[src/rtl/dmem_mmio_responder.sv]
// Data-side memory responder for a single-cycle core: word RAM plus an MMIO window
// holding GPIO, a 64-bit cycle counter, a saturating store counter and a TOHOST halt register.
module dmem_mmio_responder #(
    parameter int          MEM_WORDS   = 64,
    parameter logic [31:0] MMIO_BASE   = 32'h0000_1000,
    parameter logic [63:0] CYCLE_RESET = 64'd0
) (
    input  logic        clk,
    input  logic        reset,
    input  logic        MemWrite,
    input  logic [31:0] Addr,
    input  logic [31:0] WriteData,
    output logic [31:0] ReadData,
    output logic [31:0] gpio_out,
    output logic        halted,
    output logic [31:0] exit_code
);

    localparam int          AW        = $clog2(MEM_WORDS);
    localparam logic [31:0] RAM_BYTES = 32'(MEM_WORDS) << 2;
    localparam logic [29:0] MMIO_WORD = MMIO_BASE[31:2];

    typedef enum logic {RUN, HALT} state_t;

    state_t        state;
    logic [31:0]   mem [MEM_WORDS];
    logic [63:0]   cycle;
    logic [31:0]   store_cnt;

    logic [29:0]   word_addr;
    logic [AW-1:0] ram_idx;
    logic          sel_ram;
    logic          sel_gpio;
    logic          sel_clo;
    logic          sel_chi;
    logic          sel_tohost;
    logic          sel_scnt;
    logic          ram_we;

    function automatic logic [31:0] sat_inc(input logic [31:0] v);
        return (v == 32'hFFFF_FFFF) ? v : v + 32'd1;
    endfunction

    // RAM_BYTES is a multiple of 4, so comparing the full byte address is a word compare
    assign word_addr  = Addr[31:2];
    assign ram_idx    = Addr[AW+1:2];
    assign sel_ram    = (Addr < RAM_BYTES);
    assign sel_gpio   = (word_addr == MMIO_WORD);
    assign sel_clo    = (word_addr == MMIO_WORD + 30'd1);
    assign sel_chi    = (word_addr == MMIO_WORD + 30'd2);
    assign sel_tohost = (word_addr == MMIO_WORD + 30'd3);
    assign sel_scnt   = (word_addr == MMIO_WORD + 30'd4);
    assign ram_we     = MemWrite && sel_ram && (state == RUN);

    always_ff @(posedge clk) begin
        if (ram_we) begin
            mem[ram_idx] <= WriteData;
        end
    end

    // Combinational read: a same-cycle write is not visible until after the edge
    always_comb begin
        ReadData = 32'd0;
        if (sel_ram) begin
            ReadData = mem[ram_idx];
        end else if (sel_gpio) begin
            ReadData = gpio_out;
        end else if (sel_clo) begin
            ReadData = cycle[31:0];
        end else if (sel_chi) begin
            ReadData = cycle[63:32];
        end else if (sel_tohost) begin
            ReadData = exit_code;
        end else if (sel_scnt) begin
            ReadData = store_cnt;
        end
    end

    always_ff @(posedge clk or negedge reset) begin
        if (!reset) begin
            state     <= RUN;
            halted    <= 1'b0;
            exit_code <= 32'd0;
            gpio_out  <= 32'd0;
            cycle     <= CYCLE_RESET;
            store_cnt <= 32'd0;
        end else begin
            case (state)
                RUN: begin
                    cycle <= cycle + 64'd1;
                    if (MemWrite) begin
                        store_cnt <= sat_inc(store_cnt);
                    end
                    if (MemWrite && sel_gpio) begin
                        gpio_out <= WriteData;
                    end
                    if (MemWrite && sel_tohost) begin
                        state     <= HALT;
                        halted    <= 1'b1;
                        exit_code <= WriteData;
                    end
                end
                // Everything is frozen until reset
                HALT: begin
                    state <= HALT;
                end
                default: begin
                    state <= RUN;
                end
            endcase
        end
    end

endmodule

[config.mk]
export PLATFORM = sky130hd
export DESIGN_NAME = dmem_mmio_responder
export DESIGN_NICKNAME = d
export VERILOG_FILES = /design/src/rtl/dmem_mmio_responder.sv
export SDC_FILE = /design/constraint.sdc
export NUM_CORES = 2
export LEC_CHECK = 0
export CORE_ASPECT_RATIO = 0.8
export CORE_MARGIN = 2
export CORE_UTILIZATION = 49
export DETAILED_ROUTE_END_ITERATION = 10
export HOLD_SLACK_MARGIN = 0.05
export PLACE_DENSITY = 0.61
export SLEW_MARGIN = 20
export SYNTH_ARGS = -nofsm -noshare
export SYNTH_HDL_FRONTEND = slang
export SYNTH_SLANG_ARGS = --single-unit
[constraint.sdc]
create_clock -name clk -period 4.1 [get_ports clk]
set_clock_uncertainty 0.15 [all_clocks]
set_input_delay 0.82 -clock clk [delete_from_list [all_inputs] [get_ports clk]]
set_output_delay 0.82 -clock clk [all_outputs]
set_load 0.02 [all_outputs]
Word level (Yosys, flattened, before mapping)
Memory sizes are Yosys's and may differ from the RTL's.
Index checks and enable logic that the tools add are counted.

word-level totals
  register bits after elaboration = 162
  RAM bits = 2048
  memories = 1
  input bits = 67
  output and inout bits = 97

memory list
  name  words  bits a word  rd ports  clocked after Yosys merged registers in  wr ports  line  text
  mem   64     32           1         0                                        1         26    logic [31:0] mem [MEM_WORDS];

operators by class
  add/sub/neg operators = 2
  reductions and logical operators = 7
  magnitude comparators = 1
  mux-type cells = 10
  equality and inequality tests = 6
  bitwise gates (word level) = 2

operators by type and width
  cell                   number
  $mux 32                6
  $eq 30x11->1 const B   5
  $add 64x1->64 const B  1
  $add 32x1->32 const B  1
  $eq 32x32->1 const B   1
  $lt 32x9->1 const B    1
  $logic_and 1x1->1      4
  $reduce_and 2->1       2
  $mux 1                 3
  $reduce_and 3->1       1
  $not 1->1              2
  $pmux 1 s2             1

Logic depth before layout (Yosys ltp)
  depth after elaboration = 7
  mapped depth = 12
  mapped depth without buffers = 7

Least setup slack after synthesis
OpenSTA, ideal clock, no wires.

  kind = input to register
  from = input Addr[14]
  to = memory mem[13][0] (enable)
  stages = 7
  path buffers = 1
  library setup time = 421 ps
  arrival time = 3580 ps
  setup slack = -51 ps
  path through = nor4_1 nand4_1 or2_1 buf_2 nor3_2 nand2_1 nor2_1

between the ends
  longest elaborated chain between the ends = 5

ends and longest elaborated chain
  element                         line  text
  start: declaration              11    input logic [31:0] Addr,
  $lt 32x9->1                     47    assign sel_ram = (Addr < RAM_BYTES);
  $logic_and 1x1->1 (2 in a row)  53    assign ram_we = MemWrite && sel_ram && (state == RUN);
  $mux 1                          56    if (ram_we) begin
  $mux 1 (implied by the code)    57    mem[ram_idx] <= WriteData;
  end: declaration                26

Every way passes these cells.

Worst setup path after layout
  from = input Addr[4]
  to = output ReadData[14]

between the ends
  longest elaborated chain between the ends = 7

ends and longest elaborated chain
  element           line  text
  $eq 30x11->1      52    assign sel_scnt = (word_addr == MMIO_WORD + 30'd4);
  $mux 32           74    end else if (sel_scnt) begin
  $mux 32           72    end else if (sel_tohost) begin
  $mux 32           70    end else if (sel_chi) begin
  $mux 32           68    end else if (sel_clo) begin
  $mux 32           66    end else if (sel_gpio) begin
  $mux 32 (*)       64    if (sel_ram) begin
  end: declaration  13    output logic [31:0] ReadData,

Every way passes the cells marked *; elsewhere a longest branch is shown, timed or not.

==> flow_summary_export.csv <==
group,metric,value,unit
outcome,status,"finished with violations",
outcome,violations,"negative setup slack",
synthesis,seq_area_frac_synth,74.8,%
timing,fin_crit_sh,109,%
global_routing,grtUsageTotal,37.6,%
synthesis,synth_area,87600,um2
place,gp_congestion,0.999,
power,switchingPower,0.0113,W
synthesis,synth_top_cell_by_area,"edfxtp_1",
worst_setup_path,worstPathRequired,3130,ps
worst_setup_path,critPathLaunchType,"primary input",
worst_setup_path,critPathMaxFanout,6,
timing,tightest_slew,1210,ps
clocking,cts_tree,"built",
drt,wl,349000,um
final_layout,syn2layout_area_growth,30.0,%
timing,period_needed,4490,ps
timing,final.setup.worst_slack,-387,ps
worst_setup_path,path_class,"in -> out",
drt,initialDrtViolationCount,11000,
power,leakage,39.4,nW
synthesis,syn_nets,5158,
worst_setup_path,end_kind,"output pin",
clocking,cts.path.max_buffers,3,
floorplanning,initial_core_util,49.4,%
drt,drc,0,
global_routing,grt_max_degree,75,
synthesis,synth.top_cell.area_share,70.2,%
power,vdd.ir_drop.worst,0.000432,V
synthesis,synthCells,5089,
synthesis,synthTopCellsByCount,"2048 x edfxtp_1, 319 x mux2i_1, 275 x nor2_1, 230 x a21oi_1, 194 x mux2_2",
power,pwr_density_cell,426,nW/um2
global_routing,antenna_found_initial,11,
timing,finalHoldViolations,0,
power,pwr-share-comb,8.5,%
timing,whs,237,ps
final_layout,layout-drive-gt1-share,36.7,%
timing,fmaxAchievable,223,MHz
synthesis,ys_async_sr_fraction,7.33,%
synthesis,ys.flop_type,"edfxtp_1",
synthesis,synth_most_common_cell,"edfxtp_1",
synthesis,synth-seq-cells,2210,
drt,wl_per_cell,39.4,um
timing,setup_violations,31,
global_routing,overflow,0,
drt,routed_via_density,6.78,
final_layout,stdcell_count,8863,
floorplanning,die_w,477,um
drt,drtAntennaViolNets,0,
timing,maxSlewHeadroom,19.2,%
global_routing,grt_pass1_wl,469000,um
clocking,cts.sinks,2210,
worst_hold_path,hp-class,"in -> reg",
global_routing,grt_pass1_vias,55900,
floorplanning,die_area,182000,um2
floorplanning,rows,138,
power,internal_power,0.0372,W
timing,slew_violations,0,
drt,vias,60100,
clocking,clock_latency,870,ps
clocking,cts_root_buffer,"clkbuf_16",
power,switching_share,23.3,%
job,drv_cap,0,
place,port_buffers,161,
floorplanning,dieHeight,382,um
floorplanning,fp.coreArea,177000,um2
floorplanning,io_pins,164,
place,dp_hpwl,229000,um
synthesis,yosysWarnings,0,
clocking,htreeDepth,4,
synthesis,synth_edf_count,2048,
clocking,clk_pin_slew,70,ps
synthesis,synth_cell_types,80,
place,place_inst,8263,
worst_setup_path,cp.arrival,3520,ps
power,power.share.sequential,51.0,%
power,clkPwrFrac,40.6,%
synthesis,synth.area.top_cells,"edfxtp_1 70%, dfrtp_1 4.6%, mux2i_1 3.6%, mux4_2 3.6%, mux2_2 2.5%",
final_layout,fin_nets,6372,
timing,grt_setup_unrepaired,"yes",
synthesis,synth_area_per_cell,17.2,um2
drt,firstDrtPassIters,6,
clocking,numCtsBuffers,206,
## power by group through the flow
stage	clock network, W	logic (W)	registers, W
finish	0.0197	0.00412	0.0247
global route	0.0205	0.00414	0.0247
CTS	0.0197	0.00372	0.0247
detailed placement	0	0.00327	0.0252
global placement	0	0.00324	0.0252
floorplan	0	0.00123	0.0252
## metrics by stage
step / cell area (um2) / utilization (%) / setup TNS (ps) / worst slack [ps] / total power, W
6_report: 114000 / 64.2 / -5640 / -387 / 0.0485
5_1_grt: 114000 / 64.2 / -5010 / -333 / 0.0493
4_1_cts: 112000 / 62.9 / -4630 / -305 / 0.0481
3_5_place_dp: 101000 / 56.8 / -34790 / -1440 / 0.0285
3_3_place_gp: 101000 / 56.8 / -119620 / -1450 / 0.0284
2_1_floorplan: 87600 / - / -86140 / -51.1 / 0.0264
## placed cells by master (no fill, tap or decap), drive strengths merged, types with 23 or more instances in the layout
cell type and n:
nand2 191, o21ai 168, buf 1250, mux4 141, dfrtp 162, a22o 24
mux2 194, clkdlybuf4s50 66, clkbuf 269, a221o 23, o221ai 37, nand3 79
edfxtp 2048, xnor2 71, clkinv 91, nor2 280, o22ai 118, a21oi 230
and3 25, mux2i 319, nand4 29, a31oi 26, a221oi 180, a22oi 156
## registers in the layout (all words and copies together), names as in the netlist
register / cells
halted: 1
state: 1
gpio_out: 32
store_cnt: 32
cycle: 64
exit_code: 32
mem: 2048
## timing repair
item	4_1_cts	5_1_grt
gates cloned	17	2
hold endpoints to repair	72	0
pin swaps	138	159
setup endpoints to repair	32	32
resized for setup	604	373
hold buffers	1	0
buffers inserted	135	92
## per-layer routing
layer	GRT usage [%]	vias up	share of wire, %
li1	-	23100	-
met3	10.6	976	15
met2	52.6	5128	42
met1	54.3	30900	37
met5	0	-	0.048
met4	18.4	12	6.0
## area by class of cell
cell class	count	area, um2
flip-flops and latches	2210	65600
fillers	12400	63500
multi-input cells	2527	23300
repair buffers	1341	15000
clock buffers	261	5530
well taps	2380	2980
clock inverters	122	1330
inverters	17	100
diodes	5	12.5
## worst max-delay path, stage by stage
cell	delay [ps]
buf_16	170
buf_12	170
buf_16	140
buf_12	120
mux2_4	300
a221o_1	310
a222oi_1	560
o22ai_2	180
nor3_4	230
buf_6	170
a31oi_4	110
buf_6	160
## cell families after synthesis
| family | share of synthesized area, % |
|---|---|
| buf+inv | 2.29 |
| mux | 9.76 |
| simple gates | 3.60 |
| fa+ha+maj | 0.0286 |
| compound gates | 8.58 |
| xor+xnor | 0.920 |
| flops | 74.8 |
## final timing paths
kind | startpoint | endpoint | slack [ps] | cells past startpoint
max | Addr[4] | ReadData[14] | -390 | 12
min | WriteData[24] | mem[7][24]$_DFFE_PP_ | 240 | 1
max reg2reg | cycle[28]$_DFFE_PN0N_ | cycle[63]$_DFFE_PN0N_ | 760 | 7
min reg2reg | halted$_DFFE_PN0P_ | halted$_DFFE_PN0P_ | 320 | 1
max in group asynchronous | reset | store_cnt[24]$_DFFE_PN0P_ | 2500 | 3
min in group asynchronous | reset | cycle[11]$_DFFE_PN0N_ | 430 | 2
Power figures use the tool's default switching activity.
